==> src/rtl/round_controller_pkg.sv <==
// Shared types and constants for the binary-guess round controller.
package round_controller_pkg;

    typedef enum logic [2:0] {
        ST_IDLE  = 3'd0,
        ST_LOAD  = 3'd1,
        ST_PLAY  = 3'd2,
        ST_JUDGE = 3'd3,
        ST_DONE  = 3'd4
    } state_t;

    // Galois right-shift taps for x^8+x^6+x^5+x^4+1
    localparam logic [7:0] LFSR_TAPS    = 8'hB8;
    localparam logic [7:0] DEFAULT_SEED = 8'hA5;

    function automatic logic [7:0] lfsr_next(input logic [7:0] q);
        return (q >> 1) ^ (q[0] ? LFSR_TAPS : 8'h00);
    endfunction

endpackage

==> src/rtl/round_controller_lfsr8.sv <==
// Free-running 8-bit Galois LFSR; steps every clock, reloads SEED on reset.
module lfsr8
    import round_controller_pkg::*;
#(
    parameter logic [7:0] SEED = DEFAULT_SEED
) (
    input  logic       i_clk,
    input  logic       i_rst,
    output logic [7:0] o_q
);

    logic [7:0] r_q;

    always_ff @(posedge i_clk) begin
        if (i_rst) r_q <= SEED;
        else       r_q <= lfsr_next(r_q);
    end

    assign o_q = r_q;

endmodule

==> src/rtl/round_controller.sv <==
// Sequences one binary-guess game: target draw, per-round countdown, judgement, score pulses.
// Submit at edge N gives score_inc in cycle N..N+1 and a new target after edge N+2.
module round_controller
    import round_controller_pkg::*;
#(
    parameter int         TARGET_W    = 8,
    parameter int         ROUNDS      = 10,
    parameter int         ROUND_TICKS = 10,
    parameter logic [7:0] SEED        = DEFAULT_SEED
) (
    input  logic                i_clk,
    input  logic                i_rst,
    input  logic                i_start,
    input  logic                i_submit,
    input  logic [TARGET_W-1:0] i_guess,
    input  logic                i_tick,
    output logic [TARGET_W-1:0] o_target,
    output logic                o_score_inc,
    output logic                o_score_clr,
    output logic [3:0]          o_round_num,
    output logic [3:0]          o_time_left,
    output logic                o_playing,
    output logic                o_game_over,
    output logic                o_hit
);

    localparam logic [3:0] ROUNDS_L = 4'(ROUNDS);
    localparam logic [3:0] TICKS_L  = 4'(ROUND_TICKS);

    state_t              r_state;
    state_t              w_next_state;
    logic [7:0]          w_lfsr;
    logic [TARGET_W-1:0] w_lfsr_t;
    logic                w_start_ok;

    logic [TARGET_W-1:0] r_target;
    logic [TARGET_W-1:0] r_guess;
    logic                r_timeout;
    logic                r_score_inc;
    logic                r_score_clr;
    logic [3:0]          r_round_num;
    logic [3:0]          r_time_left;
    logic                r_hit;

    lfsr8 #(.SEED(SEED)) u_lfsr (
        .i_clk (i_clk),
        .i_rst (i_rst),
        .o_q   (w_lfsr)
    );

    generate
        if (TARGET_W > 8) begin : g_wide
            assign w_lfsr_t = {{(TARGET_W-8){1'b0}}, w_lfsr};
        end else if (TARGET_W == 8) begin : g_exact
            assign w_lfsr_t = w_lfsr;
        end else begin : g_narrow
            assign w_lfsr_t = w_lfsr[TARGET_W-1:0];
        end
    endgenerate

    assign w_start_ok = i_start && ((r_state == ST_IDLE) || (r_state == ST_DONE));

    always_ff @(posedge i_clk) begin
        if (i_rst) r_state <= ST_IDLE;
        else       r_state <= w_next_state;
    end

    always_comb begin
        w_next_state = r_state;
        case (r_state)
            ST_IDLE, ST_DONE: if (i_start) w_next_state = ST_LOAD;
            ST_LOAD:          w_next_state = ST_PLAY;
            ST_PLAY: begin
                if (i_submit)                            w_next_state = ST_JUDGE;
                else if (i_tick && r_time_left == 4'd1)  w_next_state = ST_JUDGE;
            end
            ST_JUDGE: w_next_state = (r_round_num == ROUNDS_L) ? ST_DONE : ST_LOAD;
            default:  w_next_state = ST_IDLE;
        endcase
    end

    always_ff @(posedge i_clk) begin
        if (i_rst) begin
            r_target    <= '0;
            r_guess     <= '0;
            r_timeout   <= 1'b0;
            r_score_inc <= 1'b0;
            r_score_clr <= 1'b0;
            r_round_num <= 4'd0;
            r_time_left <= 4'd0;
            r_hit       <= 1'b0;
        end else begin
            r_score_clr <= w_start_ok;
            r_score_inc <= 1'b0;
            case (r_state)
                ST_IDLE, ST_DONE: begin
                    if (i_start) begin
                        r_round_num <= 4'd0;
                        r_hit       <= 1'b0;
                    end
                end
                ST_LOAD: begin
                    r_target    <= w_lfsr_t;
                    r_time_left <= TICKS_L;
                    r_round_num <= r_round_num + 4'd1;
                end
                ST_PLAY: begin
                    // score_inc is decided here so it is already high during JUDGE
                    if (i_submit) begin
                        r_guess     <= i_guess;
                        r_timeout   <= 1'b0;
                        r_score_inc <= (i_guess == r_target);
                    end else if (i_tick) begin
                        r_time_left <= r_time_left - 4'd1;
                        if (r_time_left == 4'd1) r_timeout <= 1'b1;
                    end
                end
                ST_JUDGE: r_hit <= (r_guess == r_target) && !r_timeout;
                default: ;
            endcase
        end
    end

    assign o_target    = r_target;
    assign o_score_inc = r_score_inc;
    assign o_score_clr = r_score_clr;
    assign o_round_num = r_round_num;
    assign o_time_left = r_time_left;
    assign o_playing   = (r_state == ST_PLAY);
    assign o_game_over = (r_state == ST_DONE);
    assign o_hit       = r_hit;

endmodule

==> config.mk <==
export PLATFORM = sky130hd
export DESIGN_NAME = round_controller
export DESIGN_NICKNAME = d
export VERILOG_FILES = /design/src/rtl/round_controller_pkg.sv /design/src/rtl/round_controller_lfsr8.sv /design/src/rtl/round_controller.sv
export SDC_FILE = /design/constraint.sdc
export NUM_CORES = 1
export LEC_CHECK = 0
export ABC_AREA = 1
export CORE_MARGIN = 5
export CORE_UTILIZATION = 59
export DETAILED_ROUTE_END_ITERATION = 16
export DONT_BUFFER_PORTS = 1
export GPL_ROUTABILITY_DRIVEN = 0
export PLACE_DENSITY = 0.86
export SETUP_SLACK_MARGIN = 0.5
export SLEW_MARGIN = 20
export SYNTH_ARGS = -nofsm -noshare
export SYNTH_HDL_FRONTEND = slang
export SYNTH_SLANG_ARGS = --single-unit
==> constraint.sdc <==
create_clock -name i_clk -period 1.8 [get_ports i_clk]
set_input_delay 0.36 -clock i_clk [delete_from_list [all_inputs] [get_ports i_clk]]
set_output_delay 0.36 -clock i_clk [all_outputs]
set_load 0.05 [all_outputs]
Yosys cells after proc, flatten, opt, wreduce, memory -nomap -nowiden
Cells that the tools add are included.
{ "word_totals": {"reg_bits": 39, "out_inout_bits": 21, "wordCells": 62} }
{ "classes": {"addsub": 2, "eq_ne": 12, "n_mux": 16, "n_bitwise": 3, "n_reduce_logical": 19} }
{ "op_table": {"columns": ["operator", "n"], "rows": [
  ["$eq A8 B8 Y1", 2],
  ["$pmux W4 S2", 2],
  ["$mux W3", 4],
  ["$mux W4", 3],
  ["$pmux W3 S4", 1],
  ["$reduce_bool A2 Y1", 5],
  ["$mux W8", 1],
  ["$reduce_and A2 Y1", 4],
  ["$xor A7 B8 Y8", 1],
  ["$eq A3 B2 Y1 const B", 2],
  ["$ne A2 B2 Y1 const B", 3],
  ["$reduce_and A3 Y1", 2],
  ["$add A4 B1 Y4 const B", 1],
  ["$eq A4 B1 Y1 const B", 1],
  ["$eq A4 B4 Y1 const B", 1],
  ["$mux W1", 4],
  ["$sub A4 B1 Y4 const B", 1],
  ["$eq A3 B1 Y1 const B", 1],
  ["$eq A3 B3 Y1 const B", 1],
  ["$logic_and A1 B1 Y1", 3],
  ["$logic_not A3 Y1", 1],
  ["$ne A3 B2 Y1 const B", 1],
  ["$reduce_or A3 Y1", 1],
  ["$not A1 Y1", 2],
  ["4 further kinds", 4]
]} }

Longest topological paths before layout
{ "logic_depth": {"word_depth": 5, "ltp_mapped": 9} }

Hierarchy
Synthesis repeated with hierarchy kept, for this count alone.
{ "unflattened": {"cells_unflattened": 242, "area_unflattened_um2": 1799.2} }
{ "by_module_without_submodules": {"columns": ["mod", "instances", "cells_each", "area_each_um2"], "rows": [
  ["round_controller", 1, 213, 1554.0],
  ["lfsr8", 1, 29, 245.2]
]} }

Worst setup path after synthesis
Ideal clock, no wire load.
{ "synth_timing": {"path_type": "reg-to-output", "startpoint": "register r_state[2]", "endpoint": "output port o_game_over", "arrival_time_ps": 1452, "required_time_ps": 1440, "path_slack_ps": -12, "path_stages_with_launch": 3, "path_buffers": 0, "cell_sequence": "dfxtp_1 -> inv_1 -> nor3_1"} }
{ "synth_via": {"elab_chain_cells": 1} }
{ "synth_rtl": {"columns": ["item", "line", "rtl"], "rows": [
  ["start: declaration", "round_controller.sv:30", "state_t r_state;"],
  ["start signal: assignment", "round_controller.sv:65", "else r_state <= w_next_state;"],
  ["$eq A3 B3 Y1", "round_controller.sv:130", "assign o_game_over = (r_state == ST_DONE);"],
  ["end: declaration", "round_controller.sv:23", "output logic o_game_over,"]
]} }
Every way passes these cells.

Worst setup path after layout
{ "layout_timing": {"startpoint": "register r_state[1]", "endpoint": "output port o_game_over"} }
The elaborated chain is that of the path after synthesis.

==> reports/metrics.cfg <==
[pwr]
p_sw_frac = 0.411
p_per_area_nw_per_um2 = 1280
peakVddDrop_uv = 635
seqPwrFrac = 0.443
power_leakage_uw = 0.000912
p_comb_frac = 0.372
internal_power_uw = 1530
p_sw_uw = 1070
clock_power_share = 0.184

[flow_run]
drv_cap = 0

[synth]
synth_xor_area_frac = 0.0450
synthSimpleGateAreaFrac = 0.236
synth_seq_cells = 39
synth_compound_area_frac = 0.148
synthesis.nets = 256
yosysSeqAreaShare = 0.446
synthMuxAreaShare = 0
synth-adder-area-share = 0.0286
synth_top_family_by_area = simple AND/OR/NAND/NOR gates
ys_warn_count = 0
postSynthAreaPerCell_sq_um = 7.33
synthCells = 239
syn-cell-area_sq_um = 1750
synth_cell_types = 25

[setup_path]
r2r-start = r_state[0]
cp_num_buf_inv = 1
endpoint = o_game_over
r2r_cells = 7
crit_path_max_incr_delay_ns = 0.38
critPathLaunchType = register
critPathLaunch = r_state[1]
crit_path_end_kind = output pin
critPathTopFamily = flip-flops
worstPathArrival_ns = 1.12
r2r_end = o_time_left[2]
cp.depth = 2
worstPathRequired_ns = 1.44
path_max_fanout = 6
r2r_slack_ns = 0.45
crit_type = reg -> out
cp_slowest_cell = dfxtp_4
crit_chain = nor3_2 -> buf_6

[place]
dpl.cell_count = 278
dp_hpwl_microns = 2620
post_dp_cell_area_sq_um = 1880
io_buffer_count = 0

[drt]
drtAntennaViolNets = 0
drcViolationCount = 0
vias_per_cell = 5.30
vias = 1526
routed_wl_microns = 3700
initialDrtViolationCount = 141
wl_per_cell_microns = 12.9
drt_pass1_iterations = 5

[floorplan]
core_area_sq_um = 2810
start_util = 0.624
die_w_microns = 64.5
die_h_microns = 64.5
die_area_sq_um = 4160
io_pins = 34
num_rows = 19

[layout]
antenna_cells_inserted = 0
final_common_cell = nand2_1
layoutNonFillerInstCount = 288
final_cell_mix = 45 x nand2_1, 30 x inv_1, 25 x a21oi_1, 25 x nor2_1, 21 x dfxtp_1
finalInstanceArea_sq_um = 2040
syn2layout_area_growth_pct = 16.6
drive_above_1_share = 0.218
nets = 273

[sta]
worst_pin_slew_ns = 0.542
timing.fmax_mhz = 676
min_period_ns = 1.48
slew_headroom = 0.638
finClkSkew_ns = 0.00724
setup_violations = 0
fin_crit_sh = 0.822
rsz0062_at_grt = yes
slew_viol_final = 0
final_hold_viol_count = 0
tns_ns = 0

[hold_path]
hold_path_class = in -> reg
whs_path_depth = 1

[clock_network]
cts_num_sinks = 39
clk_latency_ns = 0.36
clk_pin_slew_ns = 0.12
cts_root_buf = clkbuf_4
tritoncts = yes
clockBufferDepth = 2
cts_made_buffers = 5
cts.htree.levels = 2
cts_hold_buffers = 0

[global_route]
grt_antenna_before_repair = 0
track_usage = 0.188
grt_pass1_vias = 1473
grt_max_degree = 23
grt_pass1_wl_microns = 6210
globalRoute.totalOverflow = 0

[status]
outcome = complete, no violations

synthesized netlist by cell type:
cell / instances / area (sq um)
buf_1: 1 / 3.75
buf_2: 2 / 10.0
nor2_1: 25 / 93.8
a21oi_1: 26 / 130
a211oi_1: 1 / 7.51
dfxtp_1: 39 / 781
inv_4: 1 / 6.26
and3_1: 1 / 6.26
buf_4: 1 / 7.51
inv_1: 32 / 120
xor2_1: 3 / 26.3
nand3_1: 12 / 60.1
o22ai_1: 1 / 6.26
nand2_1: 45 / 169
clkbuf_1: 3 / 11.3
nand4_1: 3 / 18.8
ha_1: 4 / 50.1
or2_2: 4 / 25.0
nand2_2: 1 / 6.26
nand2_4: 2 / 22.5
nor3_1: 1 / 5.00
nor2_2: 1 / 6.26
buf_6: 1 / 11.3
xnor2_1: 6 / 52.6
o21ai_0: 23 / 115
state kept, by name, indices dropped and copies added (netlist names):
| signal | flops |
|---|---|
| o_score_clr | 1 |
| r_guess | 8 |
| r_timeout | 1 |
| o_target | 8 |
| o_score_inc | 1 |
| r_state | 3 |
| o_hit | 1 |
| u_lfsr.o_q | 8 |
| o_round_num | 4 |
| o_time_left | 4 |
metrics by stage:
stage | total power [uW] | util | setup WS, ns | hold WS (ns)
6_report | 2610 | 0.728 | 0.320 | 0.0360
5_1_grt | 2760 | 0.728 | 0.277 | 0.0261
4_1_cts | 2540 | 0.705 | 0.325 | 0.0389
3_5_place_dp | 2040 | 0.670 | 0.407 | 0.413
3_3_place_gp | 2020 | 0.670 | 0.488 | 0.412
2_1_floorplan | 1840 | - | 0.417 | 0.400
cell families (layout without fill, tap and decap cells):
logic type      after synthesis  in the layout
simple gates                 95             95
flops                        39             39
compound gates               51             51
fa+ha+maj                     4              4
buf+inv                      41             59
xor+xnor                      9              9
worst min path at each step:
stage	start	end	slack (ns)
floorplan	u_lfsr.o_q[2]	u_lfsr.o_q[1]	0.40
global placement	u_lfsr.o_q[7]	u_lfsr.o_q[6]	0.41
detailed placement	u_lfsr.o_q[7]	u_lfsr.o_q[6]	0.41
CTS	i_rst	o_round_num[1]	0.04
global route	i_rst	o_round_num[1]	0.03
finish	i_rst	o_round_num[1]	0.04
layout make-up:
cell class / count / area, sq um
multi-input cells: 159 / 812
well taps: 31 / 38.8
repair buffers: 18 / 191
clock inverters: 1 / 5.00
fillers: 205 / 763
clock buffers: 7 / 55.1
inverters: 33 / 129
flip-flops and latches: 39 / 811
power by group through the flow:
| stage | clock network, uW | registers (uW) | logic (uW) |
|---|---|---|---|
| after floorplan | 0 | 1370 | 469 |
| after global placement | 0 | 1150 | 878 |
| after detailed placement | 0 | 1150 | 894 |
| after CTS | 477 | 1140 | 918 |
| after global routing | 513 | 1180 | 1060 |
| final | 480 | 1150 | 970 |
layer usage:
metal / part of all wire / up-vias / track usage
met5: 0 / - / 0
met3: 0.072 / 6 / 0.0743
met2: 0.46 / 41 / 0.296
li1: - / 792 / -
met1: 0.45 / 687 / 0.234
met4: 0.013 / 0 / 0.0660
repair_timing:
item | in CTS | in global routing
endpoints found under the setup margin | 23 | 29
resized for setup | 16 | 27
buffers inserted | 1 | 0
pin swaps | 0 | 1
cloned | 0 | 1
No activity file was read; power rests on OpenSTA's default activity.
